===== src/rtl/vga_pkg.sv =====
// Shared VGA timing defaults, total-period helpers and the colour-bar lookup
// used by vga_timing_out and its delay line.
package vga_pkg;

   localparam int DEF_H_ACTIVE = 640;
   localparam int DEF_H_FP     = 16;
   localparam int DEF_H_SYNC   = 96;
   localparam int DEF_H_BP     = 48;
   localparam int DEF_V_ACTIVE = 480;
   localparam int DEF_V_FP     = 10;
   localparam int DEF_V_SYNC   = 2;
   localparam int DEF_V_BP     = 33;

   function automatic int calc_h_total(input int act, input int fp, input int sync, input int bp);
      return act + fp + sync + bp;
   endfunction

   function automatic int calc_v_total(input int act, input int fp, input int sync, input int bp);
      return act + fp + sync + bp;
   endfunction

   // Returns {r, g, b}; bar order is black, red, green, yellow, blue, magenta, cyan, white.
   function automatic logic [2:0] bar_rgb(input logic [2:0] idx);
      return {idx[0], idx[1], idx[2]};
   endfunction

endpackage


===== src/rtl/vga_delay_line.sv =====
// WIDTH x DEPTH shift register advancing on en, with synchronous reset to
// RESET_VAL; DEPTH=0 degenerates to a plain wire.
module vga_delay_line
   import vga_pkg::*;
#(
   parameter int               WIDTH     = 1,
   parameter int               DEPTH     = 1,
   parameter logic [WIDTH-1:0] RESET_VAL = '0
)(
   input  logic             clk,
   input  logic             rst,
   input  logic             en,
   input  logic [WIDTH-1:0] d,
   output logic [WIDTH-1:0] q
);

   generate
      if (DEPTH == 0) begin : g_wire
         logic w_unused_ctrl;
         assign w_unused_ctrl = ^{clk, rst, en};
         assign q = d;
      end else begin : g_shift
         logic [WIDTH-1:0] r_stage [DEPTH];

         always_ff @(posedge clk) begin
            if (rst) begin
               for (int i = 0; i < DEPTH; i++) r_stage[i] <= RESET_VAL;
            end else if (en) begin
               r_stage[0] <= d;
               for (int i = 1; i < DEPTH; i++) r_stage[i] <= r_stage[i-1];
            end
         end

         assign q = r_stage[DEPTH-1];
      end
   endgenerate

endmodule


===== src/rtl/vga_timing_out.sv =====
// Parametrised VGA timing generator and registered, blanked RGB output stage.
// Defining VGA_TEST_PATTERN_EN adds an internal colour-bar source selected by test_en.
module vga_timing_out
   import vga_pkg::*;
#(
   parameter int H_ACTIVE = DEF_H_ACTIVE,
   parameter int H_FP     = DEF_H_FP,
   parameter int H_SYNC   = DEF_H_SYNC,
   parameter int H_BP     = DEF_H_BP,
   parameter int V_ACTIVE = DEF_V_ACTIVE,
   parameter int V_FP     = DEF_V_FP,
   parameter int V_SYNC   = DEF_V_SYNC,
   parameter int V_BP     = DEF_V_BP,
   parameter bit HS_POL   = 1'b0,
   parameter bit VS_POL   = 1'b0,
   parameter int COLOR_W  = 1,
   parameter int PIPE_LAT = 2,
   localparam int H_TOTAL = calc_h_total(H_ACTIVE, H_FP, H_SYNC, H_BP),
   localparam int V_TOTAL = calc_v_total(V_ACTIVE, V_FP, V_SYNC, V_BP),
   localparam int XW      = $clog2(H_TOTAL),
   localparam int YW      = $clog2(V_TOTAL)
)(
   input  logic               clk,
   input  logic               rst,
   input  logic               pix_en,
   input  logic               test_en,
   input  logic [COLOR_W-1:0] pix_r,
   input  logic [COLOR_W-1:0] pix_g,
   input  logic [COLOR_W-1:0] pix_b,
   output logic [XW-1:0]      x,
   output logic [YW-1:0]      y,
   output logic               active,
   output logic               line_start,
   output logic               frame_start,
   output logic               vga_h_sync,
   output logic               vga_v_sync,
   output logic [COLOR_W-1:0] vga_r,
   output logic [COLOR_W-1:0] vga_g,
   output logic [COLOR_W-1:0] vga_b
);

   generate
      if (H_ACTIVE < 1 || H_FP < 1 || H_SYNC < 1 || H_BP < 1 ||
          V_ACTIVE < 1 || V_FP < 1 || V_SYNC < 1 || V_BP < 1 ||
          (H_ACTIVE % 8) != 0 || PIPE_LAT < 0 || COLOR_W < 1) begin : g_bad_param
         $error("vga_timing_out: illegal timing parameters");
      end
   endgenerate

   logic [XW-1:0]      r_x;
   logic [YW-1:0]      r_y;
   logic               w_x_last, w_y_last;
   logic               w_active, w_hs_raw, w_vs_raw;
   logic [2:0]         w_ctrl_d;
   logic               w_hs_d, w_vs_d, w_active_d;
   logic [COLOR_W-1:0] w_src_r, w_src_g, w_src_b;
   logic               r_h_sync, r_v_sync;
   logic [COLOR_W-1:0] r_r, r_g, r_b;

   assign w_x_last = (r_x == XW'(H_TOTAL - 1));
   assign w_y_last = (r_y == YW'(V_TOTAL - 1));

   always_ff @(posedge clk) begin
      if (rst) begin
         r_x <= '0;
         r_y <= '0;
      end else if (pix_en) begin
         if (w_x_last) begin
            r_x <= '0;
            r_y <= w_y_last ? '0 : r_y + YW'(1);
         end else begin
            r_x <= r_x + XW'(1);
         end
      end
   end

   assign w_active = (r_x < XW'(H_ACTIVE)) && (r_y < YW'(V_ACTIVE));
   assign w_hs_raw = (r_x >= XW'(H_ACTIVE + H_FP)) && (r_x < XW'(H_ACTIVE + H_FP + H_SYNC));
   assign w_vs_raw = (r_y >= YW'(V_ACTIVE + V_FP)) && (r_y < YW'(V_ACTIVE + V_FP + V_SYNC));

   // Strobes are gated by rst so they stay quiet while reset is held.
   assign line_start  = pix_en && !rst && (r_x == '0);
   assign frame_start = line_start && (r_y == '0);

   vga_delay_line #(
      .WIDTH     (3),
      .DEPTH     (PIPE_LAT),
      .RESET_VAL (3'b000)
   ) u_dl_ctrl (
      .clk (clk),
      .rst (rst),
      .en  (pix_en),
      .d   ({w_hs_raw, w_vs_raw, w_active}),
      .q   (w_ctrl_d)
   );

   assign w_hs_d     = w_ctrl_d[2];
   assign w_vs_d     = w_ctrl_d[1];
   assign w_active_d = w_ctrl_d[0];

`ifdef VGA_TEST_PATTERN_EN
   logic [XW-1:0] w_x_d;
   logic [2:0]    w_bar_idx;
   logic [2:0]    w_bar_rgb;

   vga_delay_line #(
      .WIDTH     (XW),
      .DEPTH     (PIPE_LAT),
      .RESET_VAL ('0)
   ) u_dl_x (
      .clk (clk),
      .rst (rst),
      .en  (pix_en),
      .d   (r_x),
      .q   (w_x_d)
   );

   assign w_bar_idx = 3'(w_x_d / XW'(H_ACTIVE / 8));
   assign w_bar_rgb = bar_rgb(w_bar_idx);
   assign w_src_r   = test_en ? {COLOR_W{w_bar_rgb[2]}} : pix_r;
   assign w_src_g   = test_en ? {COLOR_W{w_bar_rgb[1]}} : pix_g;
   assign w_src_b   = test_en ? {COLOR_W{w_bar_rgb[0]}} : pix_b;
`else
   logic w_unused_test_en;
   assign w_unused_test_en = test_en;
   assign w_src_r = pix_r;
   assign w_src_g = pix_g;
   assign w_src_b = pix_b;
`endif

   always_ff @(posedge clk) begin
      if (rst) begin
         r_h_sync <= ~HS_POL;
         r_v_sync <= ~VS_POL;
         r_r      <= '0;
         r_g      <= '0;
         r_b      <= '0;
      end else if (pix_en) begin
         r_h_sync <= w_hs_d ~^ HS_POL;
         r_v_sync <= w_vs_d ~^ VS_POL;
         r_r      <= w_active_d ? w_src_r : '0;
         r_g      <= w_active_d ? w_src_g : '0;
         r_b      <= w_active_d ? w_src_b : '0;
      end
   end

   assign x          = r_x;
   assign y          = r_y;
   assign active     = w_active;
   assign vga_h_sync = r_h_sync;
   assign vga_v_sync = r_v_sync;
   assign vga_r      = r_r;
   assign vga_g      = r_g;
   assign vga_b      = r_b;

endmodule


===== config.mk =====
export PLATFORM = sky130hd
export DESIGN_NAME = vga_timing_out
export DESIGN_NICKNAME = d
export VERILOG_FILES = /design/src/rtl/vga_pkg.sv /design/src/rtl/vga_delay_line.sv /design/src/rtl/vga_timing_out.sv
export SDC_FILE = /design/constraint.sdc
export NUM_CORES = 1
export LEC_CHECK = 0
export CAP_MARGIN = 10
export CORE_ASPECT_RATIO = 1.25
export CORE_MARGIN = 2
export CORE_UTILIZATION = 40
export CTS_BUF_LIST = sky130_fd_sc_hd__clkbuf_8
export DETAILED_ROUTE_END_ITERATION = 8
export GPL_TIMING_DRIVEN = 0
export PLACE_DENSITY_LB_ADDON = 0.1
export SYNTH_ARGS = -nofsm -noshare
export SYNTH_HDL_FRONTEND = slang
export SYNTH_SLANG_ARGS = --single-unit

===== constraint.sdc =====
create_clock -name clk -period 2.57 [get_ports clk]
set_input_delay 0.3855 -clock clk [delete_from_list [all_inputs] [get_ports clk]]
set_output_delay 0.3855 -clock clk [all_outputs]
set_load 0.02 [all_outputs]

==> results of run 1 <==
-- sequential cells by signal, indices dropped and copies added, names as in the netlist --
| name | count |
|---|---|
| u_dl_ctrl.g_shift.r_stage | 6 |
| vga_b | 1 |
| vga_g | 1 |
| vga_h_sync | 1 |
| vga_r | 1 |
| vga_v_sync | 1 |
| x | 10 |
| y | 10 |
-- cell usage after synthesis (2+ instances only) --
cell	number	share of area (%)
a21oi_1	7	2.3
and2_1	4	1.7
and4_1	2	1.2
buf_2	2	0.67
clkbuf_1	6	1.5
dfxtp_1	25	34
edfxtp_1	6	12
ha_1	4	3.4
inv_1	6	1.5
mux2i_1	2	1.3
nand2_1	9	2.3
nand2b_1	8	3.4
nand3_1	9	3.0
nand4_1	6	2.5
nor2_1	12	3.0
nor2b_1	3	1.3
nor3_1	15	5.0
nor4_1	6	2.5
o211ai_1	2	1.0
o21ai_0	5	1.7
or3_1	2	0.84
or4_1	3	1.5
xnor2_1	6	3.5
xor2_1	4	2.3
-- power by group --
group          internal [mW]  switching, mW
Sequential             0.507        0.00643
Clock                  0.283          0.181
Combinational         0.0293         0.0377
-- kinds of logic after synthesis --
family | count (synthesis) | share of synthesized area, %
multiplexers | 4 | 2.852
AND/OR/NAND/NOR | 81 | 29.19
adder cells (fa/ha/maj) | 4 | 3.356
AO/OA/AOI/OAI | 22 | 9.396
XOR/XNOR | 10 | 5.872
flip-flops | 31 | 45.64
buffers and inverters | 14 | 3.691
-- cells in the final DEF, fill, tap and decap left out, types with 7 or more instances in the layout --
| cell | instances |
|---|---|
| a21oi_1 | 7 |
| clkdlybuf4s50_1 | 29 |
| dfxtp_1 | 25 |
| nand2_1 | 9 |
| nand2b_1 | 8 |
| nand3_1 | 9 |
| nor2_1 | 12 |
| nor3_1 | 15 |
-- routing by layer --
| layer | share of wire, % | vias up | wire length [µm] | global-route usage, % |
|---|---|---|---|---|
| li1 | - | 680 | - | - |
| met1 | 42 | 636 | 1511 | 23.05 |
| met2 | 49 | 54 | 1763 | 31.84 |
| met3 | 6.2 | 8 | 223 | 4.635 |
| met4 | 2.5 | 0 | 88 | 9.848 |
| met5 | 0 | - | 0 | 0 |
-- per-stage QoR --
| step | hold WS (ns) | utilization [%] | instance area [µm²] |
|---|---|---|---|
| floorplan | 0.4967 | - | 1491 |
| global placement | 0.4552 | 52.22 | 1851 |
| detailed placement | 0.4577 | 52.22 | 1851 |
| CTS | 0.4695 | 55.40 | 1963 |
| global route | 0.4974 | 55.65 | 1972 |
| finish | 0.4666 | 55.65 | 1972 |
-- tightest hold or removal path, cell delays in order, from the launching register on --
cell	delay [ns]
dfxtp_1	0.31
nand2b_1	0.06
a21oi_1	0.05
-- worst min path at each step --
stage                                                        startpoint                 endpoint  slack, ns  cells past startpoint
after floorplan           u_dl_ctrl.g_shift.r_stage[0][5]$_SDFFCE_PN0P_  vga_h_sync$_SDFFE_PP1P_       0.50                      3
after global placement                               vga_g$_SDFFE_PP0P_       vga_g$_SDFFE_PP0P_       0.46                      2
after detailed placement                             vga_r$_SDFFE_PP0P_       vga_r$_SDFFE_PP0P_       0.46                      2
after CTS                                            vga_r$_SDFFE_PP0P_       vga_r$_SDFFE_PP0P_       0.47                      2
after global routing                                 vga_b$_SDFFE_PP0P_       vga_b$_SDFFE_PP0P_       0.50                      2
final                                                vga_r$_SDFFE_PP0P_       vga_r$_SDFFE_PP0P_       0.47                      2
-- area by class of cell --
type | instances | area, µm²
Timing Repair Buffer | 31 | 311.5
Buffer | 8 | 32.53
Clock inverter | 3 | 38.79
Tap cell | 39 | 48.80
Fill cell | 345 | 1572
Inverter | 6 | 22.52
Sequential cell | 31 | 680.7
Multi-Input combinational cell | 121 | 768.2
Clock buffer | 5 | 68.82
-- what timing repair did --
action / in CTS / in global routing
setup endpoints to repair: 2 / 2
hold endpoints to repair: 0 / 0
gates resized for setup: 2 / 2
==> flow_summary.toml, run 1 <==
[status]
run_status = "finished, violations left"
violations = "design-rule violations"

[critical_path]
r2r_cells = 5
endpoint_kind = "register"
critPathTopFamily = "simple AND/OR/NAND/NOR gates"
rrSetupSlack_ns = 0.18
worstPathRequired_ns = 2.78
crit_cells = 5
slowest_stage = "nor3_1"
cp.arrival_ns = 2.61
crit_path_end = "y[1]$_SDFFE_PP0P_"
cpPeakStageDelay_ns = 1.00
critPathLaunchType = "register"
critPathBufInv = 1
path_max_fanout = 10
path_cells = "clkbuf_1 > nand3_1 > nor3_1 > o211ai_1 > a21oi_1"
r2r_end = "y[1]$_SDFFE_PP0P_"
startpoint = "x[4]$_SDFFE_PP0P_"
timing.rr.start = "x[4]$_SDFFE_PP0P_"
path_class = "reg2reg"

[sta]
finalHoldViolCount = 0
rsz0062_at_grt = "no"
fin_ws_ns = 0.1775
finalSetupTns_ns = 0
period_minus_slack_ns = 2.393
relSlewSlack_pct = 20.31
slew_viol_final = 0
worstMarginPinSlew_ns = 1.186
max_freq_mhz = 418.0
fin_skew_ns = 0.005697
min_period_over_period_pct = 93.09
setup_viol = 0

[route]
drt_first_iter_violations = 59
dr.pass1.iters = 6
drtAntennaViolNets = 0
routed_wl_mm = 3.586
drc = 3
wl_per_cell_um = 14.70
vias = 1378
viasPerCell = 5.648

[final_layout]
drive_above_1_share_pct = 6.341
area_delta_synth_final_pct = 32.21
layout.nets = 215
stdcell_count = 244
n_antenna_cell = 0

[clocking]
clk_pin_slew_ns = 0.07
cts_max_level = 2
holdBufCountCts = 0
clock-sinks = 31
cts.root.buffer_cell = "clkbuf_8"
cts-buffers-inserted = 5
clk_latency_ns = 0.28
clock_path_buffers = 2
post_cts_buffers = 0
cts_tree = "built"

[synthesis]
yosys.cell_types.count = 36
yosysWarnings = 0
synthArstFlopShare_pct = 0
synth-seq-area-share_pct = 45.64
syn_inst = 166
syn-cell-area_mm2 = 0.001491
synth_edf_count = 6
syn_nets = 177
avgSynthCellArea_um2 = 8.985
ys_seq_elements = 31
synthFlopType = "dfxtp_1"

[power_and_ir_drop]
powerDensity_mw_per_mm2 = 529.6
total_power_mw = 1.044
leakagePower_nw = 0.6771
peakVddDrop_v = 0.0002315

[floorplanning]
die_w_um = 58.62
core-area_mm2 = 0.003543
die_area_mm2 = 0.004236
initial_utilization_pct = 42.09
die_y_um = 72.27
placement_rows = 24
num_io_pins = 35

[placed_design]
post-place-ws_ns = 0.08884
port_buffers = 31
hpwl_mm = 2.618
place.gp.congestion = 0.8773
dp_cells = 236

[global_route]
grt_pass1_wl_mm = 6.175
track_usage_pct = 19.26
grt_max_degree = 11
grt_pass1_vias = 1317
antenna_found_initial = 0
grt.overflow.total = 0

[worst_hold_path]
hold_path.class = "reg2reg"

[job]
cap_violations = 0
Power figures use the tool's default switching activity.
==> run 2, diff against run 1 <==
Settings changed: PLACE_DENSITY_LB_ADDON 0.1 to 0.25, TNS_END_PERCENT from default to 50.
==> flow_summary.toml, run 2 (synthesis gave the netlist of run 1 again) <==
[sta]
fin_skew_ns = 0.007998
max_freq_mhz = 424.0
finalHoldViolCount = 0
slew_viol_final = 0
setup_viol = 0
worstMarginPinSlew_ns = 1.145
finalSetupTns_ns = 0
relSlewSlack_pct = 23.08
rsz0062_at_grt = "no"
min_period_over_period_pct = 91.78
period_minus_slack_ns = 2.359

[global_route]
grt_max_degree = 11
antenna_found_initial = 0
grt.overflow.total = 0
track_usage_pct = 18.59
grt_pass1_vias = 1373
grt_pass1_wl_mm = 6.072

[placed_design]
place.gp.congestion = 0.7986
hpwl_mm = 2.709
port_buffers = 31

[status]
run_status = "finished, violations left"
violations = "design-rule violations"

[floorplanning]
core-area_mm2 = 0.003543
die_y_um = 72.27
placement_rows = 24
die_area_mm2 = 0.004236
num_io_pins = 35
die_w_um = 58.62
initial_utilization_pct = 42.09

[final_layout]
layout.nets = 215
drive_above_1_share_pct = 5.854
n_antenna_cell = 0
area_delta_synth_final_pct = 31.29
final_cell_mix = "29 x clkdlybuf4s50_1, 25 x dfxtp_1, 15 x nor3_1"
final_common_cell = "clkdlybuf4s50_1"
fin_util_pct = 55.26

[clocking]
clk_latency_ns = 0.28
cts-buffers-inserted = 5
clock-sinks = 31
clk_pin_slew_ns = 0.06
cts.root.buffer_cell = "clkbuf_8"
cts_max_level = 2
holdBufCountCts = 0
cts_tree = "built"
clock_path_buffers = 2

[critical_path]
cp.arrival_ns = 1.97
critPathLaunchType = "register"
cpPeakStageDelay_ns = 0.34
path_class = "reg2out"
path_cells = "clkbuf_1 > nor4_1 > nand2_1 > nor4_4 > and4_1 > dlygate4sd2_1"
critPathTopFamily = "simple AND/OR/NAND/NOR gates"
path_max_fanout = 8
worstPathRequired_ns = 2.18
slowest_stage = "dlygate4sd2_1"
endpoint_kind = "primary output"
critPathBufInv = 2

[route]
vias = 1385
wl_per_cell_um = 14.64
drtAntennaViolNets = 0
drt_first_iter_violations = 22
drc = 2
viasPerCell = 5.676
dr.pass1.iters = 6
routed_wl_mm = 3.572

[job]
cap_violations = 0

[power_and_ir_drop]
powerDensity_mw_per_mm2 = 497.2
leakagePower_nw = 0.6737
peakVddDrop_v = 0.0003128

[worst_hold_path]
hold_path.class = "reg2reg"
run 2: what timing repair did:
action / 4_1_cts / 5_1_grt
endpoints found under the setup margin: 2 / 2
resized for setup: 2 / 2
hold endpoints to repair: 0 / 0
pin swaps: 0 / 0
setup buffers: 0 / 0
run 2: layout make-up:
class,instances,area [µm²]
fillers,346,1585
multi-input cells,121,770.7
flip-flops and latches,31,680.7
repair buffers,31,311.5
clock buffers,6,82.58
well taps,39,48.80
plain buffers,8,32.53
inverters,6,22.52
clock inverters,2,8.758
run 2: routing by layer:
metal | wire [µm] | global-route usage, % | up-vias
met5 | 0 | 0 | -
met4 | 56 | 7.576 | 0
met3 | 164 | 5.348 | 6
met2 | 1890 | 33.21 | 32
met1 | 1461 | 20.29 | 672
li1 | - | - | 675
run 2: final timing paths:
path / start / to / slack [ns] / cells past startpoint
setup / recovery: x[4]$_SDFFE_PP0P_ / frame_start / 0.21 / 6
hold / removal: vga_r$_SDFFE_PP0P_ / vga_r$_SDFFE_PP0P_ / 0.47 / 2
setup reg to reg: x[5]$_SDFFE_PP0P_ / y[1]$_SDFFE_PP0P_ / 0.25 / 5
hold reg to reg: vga_r$_SDFFE_PP0P_ / vga_r$_SDFFE_PP0P_ / 0.47 / 2
run 2: power breakdown:
group	switching (mW)	leakage [nW]	internal, mW	total, mW
Combinational	0.0388	0.354	0.0302	0.0690
Sequential	0.00640	0.268	0.507	0.513
Clock	0.180	0.0524	0.212	0.391
Total	0.225	0.674	0.749	0.974
run 2: through the flow:
stage	power (mW)	hold WS, ns	cell area [µm²]	std cells	setup WS (ns)
2_1_floorplan	0.5615	0.4967	1491	166	0.1287
3_3_place_gp	0.5891	0.4550	1851	236	0.03590
3_5_place_dp	0.5918	0.4711	1851	236	0.04976
4_1_cts	0.9826	0.4825	1947	244	0.05824
5_1_grt	1.009	0.5080	1958	244	0.007350
6_report	0.9736	0.4720	1958	244	0.2113
run 2: worst register-to-register path: stages, from the launching register on:
cell	delay, ns
dfxtp_1	0.37
or3_1	0.38
buf_2	0.17
nor3_1	0.93
o211ai_1	0.22
a21oi_1	0.19
